$ cat src/rtl/spi_pkg.sv
// rtl/spi_pkg.sv - shared types and frame helpers for the mode-0 SPI master
package spi_pkg;

  typedef enum logic [2:0] {
    IDLE,
    CS_SETUP,
    SHIFT,
    CS_HOLD,
    CS_GAP
  } state_t;

  localparam int FRAME_BITS = 16;
  localparam int RW_BIT = 15;
  localparam logic RW_WRITE = 1'b1;

  // Header {rw, addr} followed by the data byte; reads send a zero data byte.
  function automatic logic [FRAME_BITS-1:0] build_frame(input logic write,
                                                        input logic [6:0] addr,
                                                        input logic [7:0] wdata);
    logic [FRAME_BITS-1:0] frame;
    frame = '0;
    frame[RW_BIT] = write;
    frame[14:8] = addr;
    if (write == RW_WRITE) begin
      frame[7:0] = wdata;
    end
    return frame;
  endfunction

endpackage

$ cat src/rtl/spi_sck_gen.sv
// rtl/spi_sck_gen.sv - SCK half-period tick generator
module spi_sck_gen #(
  parameter int CLK_DIV = 4
) (
  input  logic clk,
  input  logic rst_n,
  input  logic en,
  output logic tick_rise,
  output logic tick_fall
);

  localparam int CW = $clog2(CLK_DIV);
  localparam logic [CW-1:0] HALF_LAST = CW'(CLK_DIV - 1);

  logic [CW-1:0] half_cnt;
  logic          phase_high;
  logic          wrap;

  assign wrap      = en && (half_cnt == HALF_LAST);
  assign tick_rise = wrap && !phase_high;
  assign tick_fall = wrap && phase_high;

  // Count clk cycles within each SCK half; restart from the low phase whenever disabled.
  always_ff @(posedge clk) begin
    if (!rst_n || !en) begin
      half_cnt   <= '0;
      phase_high <= 1'b0;
    end else if (wrap) begin
      half_cnt   <= '0;
      phase_high <= !phase_high;
    end else begin
      half_cnt   <= half_cnt + CW'(1);
    end
  end

endmodule

$ cat src/rtl/spi_mode0_master.sv
// rtl/spi_mode0_master.sv - mode-0 SPI master issuing one 16-bit register access per request
module spi_mode0_master
  import spi_pkg::*;
#(
  parameter int CLK_DIV = 4,
  parameter int ADDR_W  = 7
) (
  input  logic              clk,
  input  logic              rst_n,
  input  logic              req_valid,
  output logic              req_ready,
  input  logic              req_write,
  input  logic [ADDR_W-1:0] req_addr,
  input  logic [7:0]        req_wdata,
  output logic              rsp_valid,
  output logic [7:0]        rsp_rdata,
  output logic              busy,
  output logic              spi_cs,
  output logic              spi_clk,
  output logic              spi_mosi,
  input  logic              spi_miso
);

  localparam int CW = $clog2(CLK_DIV);
  localparam logic [CW-1:0] DLY_LAST = CW'(CLK_DIV - 1);

  state_t                state;
  state_t                state_next;
  logic [FRAME_BITS-1:0] tx_sh;
  logic [7:0]            rx_sh;
  logic [3:0]            bit_cnt;
  logic [CW-1:0]         dly_cnt;
  logic                  frame_rw;
  logic                  shift_en;
  logic                  tick_rise;
  logic                  tick_fall;
  logic                  accept;
  logic                  dly_done;
  logic                  last_bit;

  assign req_ready = (state == IDLE);
  assign busy      = (state != IDLE);
  assign shift_en  = (state == SHIFT);
  // MOSI comes straight from the shift register flop, so it only moves when the register shifts.
  assign spi_mosi  = tx_sh[FRAME_BITS-1];

  spi_sck_gen #(
    .CLK_DIV (CLK_DIV)
  ) u_sck_gen (
    .clk       (clk),
    .rst_n     (rst_n),
    .en        (shift_en),
    .tick_rise (tick_rise),
    .tick_fall (tick_fall)
  );

  // State register.
  always_ff @(posedge clk) begin
    if (!rst_n) begin
      state <= IDLE;
    end else begin
      state <= state_next;
    end
  end

  // Next-state decode and per-cycle strobes.
  always_comb begin
    state_next = state;
    accept     = 1'b0;
    dly_done   = (dly_cnt == DLY_LAST);
    last_bit   = tick_fall && (bit_cnt == 4'd15);
    case (state)
      IDLE: begin
        if (req_valid) begin
          accept     = 1'b1;
          state_next = CS_SETUP;
        end
      end
      CS_SETUP: if (dly_done) state_next = SHIFT;
      SHIFT:    if (last_bit) state_next = CS_HOLD;
      CS_HOLD:  if (dly_done) state_next = CS_GAP;
      CS_GAP:   if (dly_done) state_next = IDLE;
      default:  state_next = IDLE;
    endcase
  end

  // Frame datapath: capture, shift out on SCK fall, sample MISO at the end of each high phase.
  always_ff @(posedge clk) begin
    if (!rst_n) begin
      tx_sh     <= '0;
      rx_sh     <= '0;
      bit_cnt   <= '0;
      dly_cnt   <= '0;
      frame_rw  <= 1'b0;
      spi_cs    <= 1'b1;
      spi_clk   <= 1'b0;
      rsp_valid <= 1'b0;
      rsp_rdata <= '0;
    end else begin
      rsp_valid <= 1'b0;
      case (state)
        IDLE: begin
          if (accept) begin
            tx_sh    <= build_frame(req_write, 7'(req_addr), req_wdata);
            frame_rw <= req_write;
            rx_sh    <= '0;
            bit_cnt  <= '0;
            dly_cnt  <= '0;
            spi_cs   <= 1'b0;
          end
        end
        CS_SETUP: begin
          dly_cnt <= dly_done ? '0 : dly_cnt + CW'(1);
        end
        SHIFT: begin
          if (tick_rise) begin
            spi_clk <= 1'b1;
          end
          if (tick_fall) begin
            spi_clk <= 1'b0;
            if (bit_cnt[3]) begin
              rx_sh <= {rx_sh[6:0], spi_miso};
            end
            if (bit_cnt != 4'd15) begin
              bit_cnt <= bit_cnt + 4'd1;
              tx_sh   <= {tx_sh[FRAME_BITS-2:0], 1'b0};
            end
          end
        end
        CS_HOLD: begin
          dly_cnt <= dly_done ? '0 : dly_cnt + CW'(1);
          if (dly_done) begin
            spi_cs <= 1'b1;
            tx_sh  <= '0;
          end
        end
        CS_GAP: begin
          dly_cnt <= dly_done ? '0 : dly_cnt + CW'(1);
          if (dly_done) begin
            rsp_valid <= 1'b1;
            rsp_rdata <= (frame_rw == RW_WRITE) ? 8'h00 : rx_sh;
          end
        end
        default: begin
          dly_cnt <= '0;
        end
      endcase
    end
  end

endmodule

$ cat config.mk
export PLATFORM = sky130hd
export DESIGN_NAME = spi_mode0_master
export DESIGN_NICKNAME = d
export VERILOG_FILES = /design/src/rtl/spi_pkg.sv /design/src/rtl/spi_sck_gen.sv /design/src/rtl/spi_mode0_master.sv
export SDC_FILE = /design/constraint.sdc
export NUM_CORES = 1
export LEC_CHECK = 0
export CORE_AREA = 2 2 50 99
export CTS_CLUSTER_DIAMETER = 30
export DETAILED_ROUTE_END_ITERATION = 10
export DIE_AREA = 0 0 52 101
export PLACE_DENSITY_LB_ADDON = 0.1
export SYNTH_ARGS = -nofsm -noshare
export SYNTH_HDL_FRONTEND = slang
export SYNTH_SLANG_ARGS = --single-unit
$ cat constraint.sdc
create_clock -name clk -period 2.8 [get_ports clk]
set_clock_uncertainty 0.2 [all_clocks]
set_input_delay 0.56 -clock clk [delete_from_list [all_inputs] [get_ports clk]]
set_output_delay 0.56 -clock clk [all_outputs]
set_load 0.01 [all_outputs]
==> metrics.md <==
| Metric | Value |
|---|---|
| Yosys reg bits | `48` |
| Pwr dens | `~500 nW/um^2` |
| Status | `complete, no violations` |
| Worst-Skew Late Latency | `roughly 0.30 ns` |
| Via count | `~1800` |
| Pre-CTS WS | `around 0.36 ns` |
| DR iter-0 viols | `71` |
| Starting density of the core | `approximately half` |
| Slew @ Worst Pin | `between 0.7 and 0.8 ns` |
| Most frequent cells in the layout | `dfxtp_1, clkdlybuf4s50_1, a21oi_1, nand2_1, a22o_1` |
| Synth unique cells | `46` |
| Post-synth ARST share | `0%` |
| Finished Layout Cells | `slightly above 300` |
| Dpl cells | `about 300` |
| Hold_buf cts | `0` |
| First-pass DRT Iterations | `4` |
| Post-CTS sizing | `0` |
| Sequential area share after synthesis | `a little over two fifths` |
| IO buf count | `33` |
| Total Power | `approximately 1300 uW` |
| # setup viols final | `0` |
| Remaining DRCs | `0` |
| Critical path class | `flop to output pin` |
| Crit-path max FO | `19` |
| Count of flip-flops with a built-in enable after synthesis | `0` |
| CTS sink cnt | `48` |
| Synth-to-Final Area Change | `19.47%` |
| CTS root buffer | `clkbuf_8` |
| Crit path launch type | `flop` |
| Peak supply drop | `between 0.0003 and 0.0004 V` |
| Commonest non-fill, non-tap cell in the layout | `dfxtp_1` |
| Worst-path clk slew | `0.08 ns` |
| Layout cell share with drive strength beyond 1 | `approximately 14%` |
| Pin count of the biggest net entering global routing | `21` |
| Core area | `4511 um^2` |
| Leakage | `between 0.0009 and 0.001 uW` |
| Fin. Hold Viols | `0` |
| Setup bufs post-CTS | `0` |
| Fillers | `437` |
| Net count, final | `roughly 270` |
| DIE AREA | `5252 um^2` |
| Setup_tns | `0 ns` |
| Dpl hpwl | `approximately 3.2 mm` |
| Period utilisation layout | `around 93%` |
| Die height | `a little over 100 um` |
| Worst rel slew slack | `51.25%` |
| Top FF cell, synth | `dfxtp_1` |
| Routed vias/inst | `5.859` |
| Gpl congestion | `0.8481` |
| Worst EP required | `~2 ns` |
| Total GRT Usage | `between 10% and 20%` |
| Crit path capture type | `output pin` |
| Syn nets | `245` |
| First-pass GRT wire length | `slightly below 8 mm` |
| Yosys warnings | `0` |
| Die width | `52 um` |
| CTS H-tree lvls | `2` |
| Pins over their slew limit | `0` |
| Diode count | `0` |
| Final core occ | `approximately three fifths` |
| R2r setup slk | `roughly 0.54 ns` |
| Number of global-route vias before repair | `1695` |
| Antenna-violating nets left | `0` |
| Initial antenna violation count | `0` |
| Synth Instances | `~220` |
| Total gr overflow | `0` |
| WP data arrival | `1.84 ns` |
| Max-cap viol count | `0` |
| CTS Buf Count | `5` |
| Tmin final | `roughly 2.6 ns` |
| FMAX | `between 0.3 and 0.4 GHz` |
| Final wirelength | `4.520 mm` |
| Wire length per cell | `between 10 and 15 um` |
| Mapped Avg Cell Area | `just under 10 um^2` |
| Number of top-level pins | `34` |
| Num rows | `35` |
| Post-Syn Area | `between 2000 and 2500 um^2` |
| CTS tree | `done` |
| RSZ-0062 raised after global routing | `false` |
| Setup ws final | `0.2007 ns` |
| Bufs on Longest Clock Path | `2` |
| HP Class | `flop to flop` |
[layout make-up]
type                            count  area [um^2]  area share [%]
Multi-Input combinational cell    150         1099           41.97
Tap cell                           55        68.82           2.629
Clock buffer                        5        68.82           2.629
Clock inverter                      3        18.77          0.7170
Timing Repair Buffer               40        382.9           14.63
Inverter                            5        18.77          0.7170
Sequential cell                    48        960.9           36.71
[flip-flops by register name, indices dropped and copies added, names as in the netlist]
register              count
tx_sh                    16
rsp_rdata                 8
rx_sh                     8
bit_cnt                   4
state                     3
dly_cnt                   2
u_sck_gen.half_cnt        2
frame_rw                  1
rsp_valid                 1
spi_clk                   1
spi_cs                    1
u_sck_gen.phase_high      1
[path summary, 6_finish.rpt]
check                                            from  cells past startpoint               endpoint
worst max-delay path                         state[1]                      3                   busy
worst min-delay path            u_sck_gen.half_cnt[0]                      1  u_sck_gen.half_cnt[0]
worst max register to register               state[1]                      4               tx_sh[0]
worst min register to register  u_sck_gen.half_cnt[0]                      1  u_sck_gen.half_cnt[0]
[synthesized netlist by cell type (all sizes together) (3+ instances only)]
cell type / instances / area share, %
a21oi: 20 / 4.7
dfxtp: 48 / 44
mux2i: 3 / 1.4
o21a: 3 / 1.0
nand2: 16 / 2.7
a31oi: 11 / 3.8
nor2: 11 / 1.9
a2bb2oi: 8 / 3.2
clkbuf: 6 / 1.1
buf: 13 / 4.0
ha: 3 / 1.7
nand3: 4 / 1.1
inv: 5 / 0.86
nor3b: 10 / 3.7
a22o: 16 / 6.4
a211oi: 15 / 7.4
nor3: 5 / 1.1
[critical path, cell delays in order, from the launching register on]
cell	delay, ns
dfxtp_1	0.80
nor3_1	0.14
inv_1	0.08
clkdlybuf4s50_1	0.52
[power breakdown]
| part | switching [uW] | internal (uW) | total [uW] |
|---|---|---|---|
| combinational | 88.4 | 87.3 | 176 |
| clock | 227 | 174 | 401 |
| sequential | 17.7 | 711 | 729 |
| total | 333 | 972 | 1300 |
[routing by layer]
layer / vias to the layer above / part of all wire, % / GRT usage (%) / wire length [um]
li1: 885 / - / - / -
met1: 860 / 46 / 24.65 / 2066
met2: 42 / 49 / 30.96 / 2205
met3: 6 / 3.6 / 2.819 / 162
met4: 0 / 1.9 / 8.502 / 87
met5: - / 0 / 0 / 0
[stage by stage]
stage                     area, um^2  hold slack (ns)
after floorplan                 2191           0.2043
after global placement          2530           0.2145
after detailed placement        2530           0.2269
after CTS                       2618           0.2395
after global routing            2618           0.2476
final                           2618           0.2400
[logic make-up after synthesis]
| logic type | Yosys count | synth area share (%) |
|---|---|---|
| buffers and inverters | 24 | 5.995 |
| multiplexers | 3 | 1.371 |
| XOR/XNOR | 4 | 1.599 |
| AND/OR/NAND/NOR | 60 | 15.93 |
| flip-flops | 48 | 43.86 |
| adder cells (fa/ha/maj) | 3 | 1.713 |
| AO/OA/AOI/OAI | 80 | 29.53 |
No activity file was read; power rests on OpenSTA's default activity.
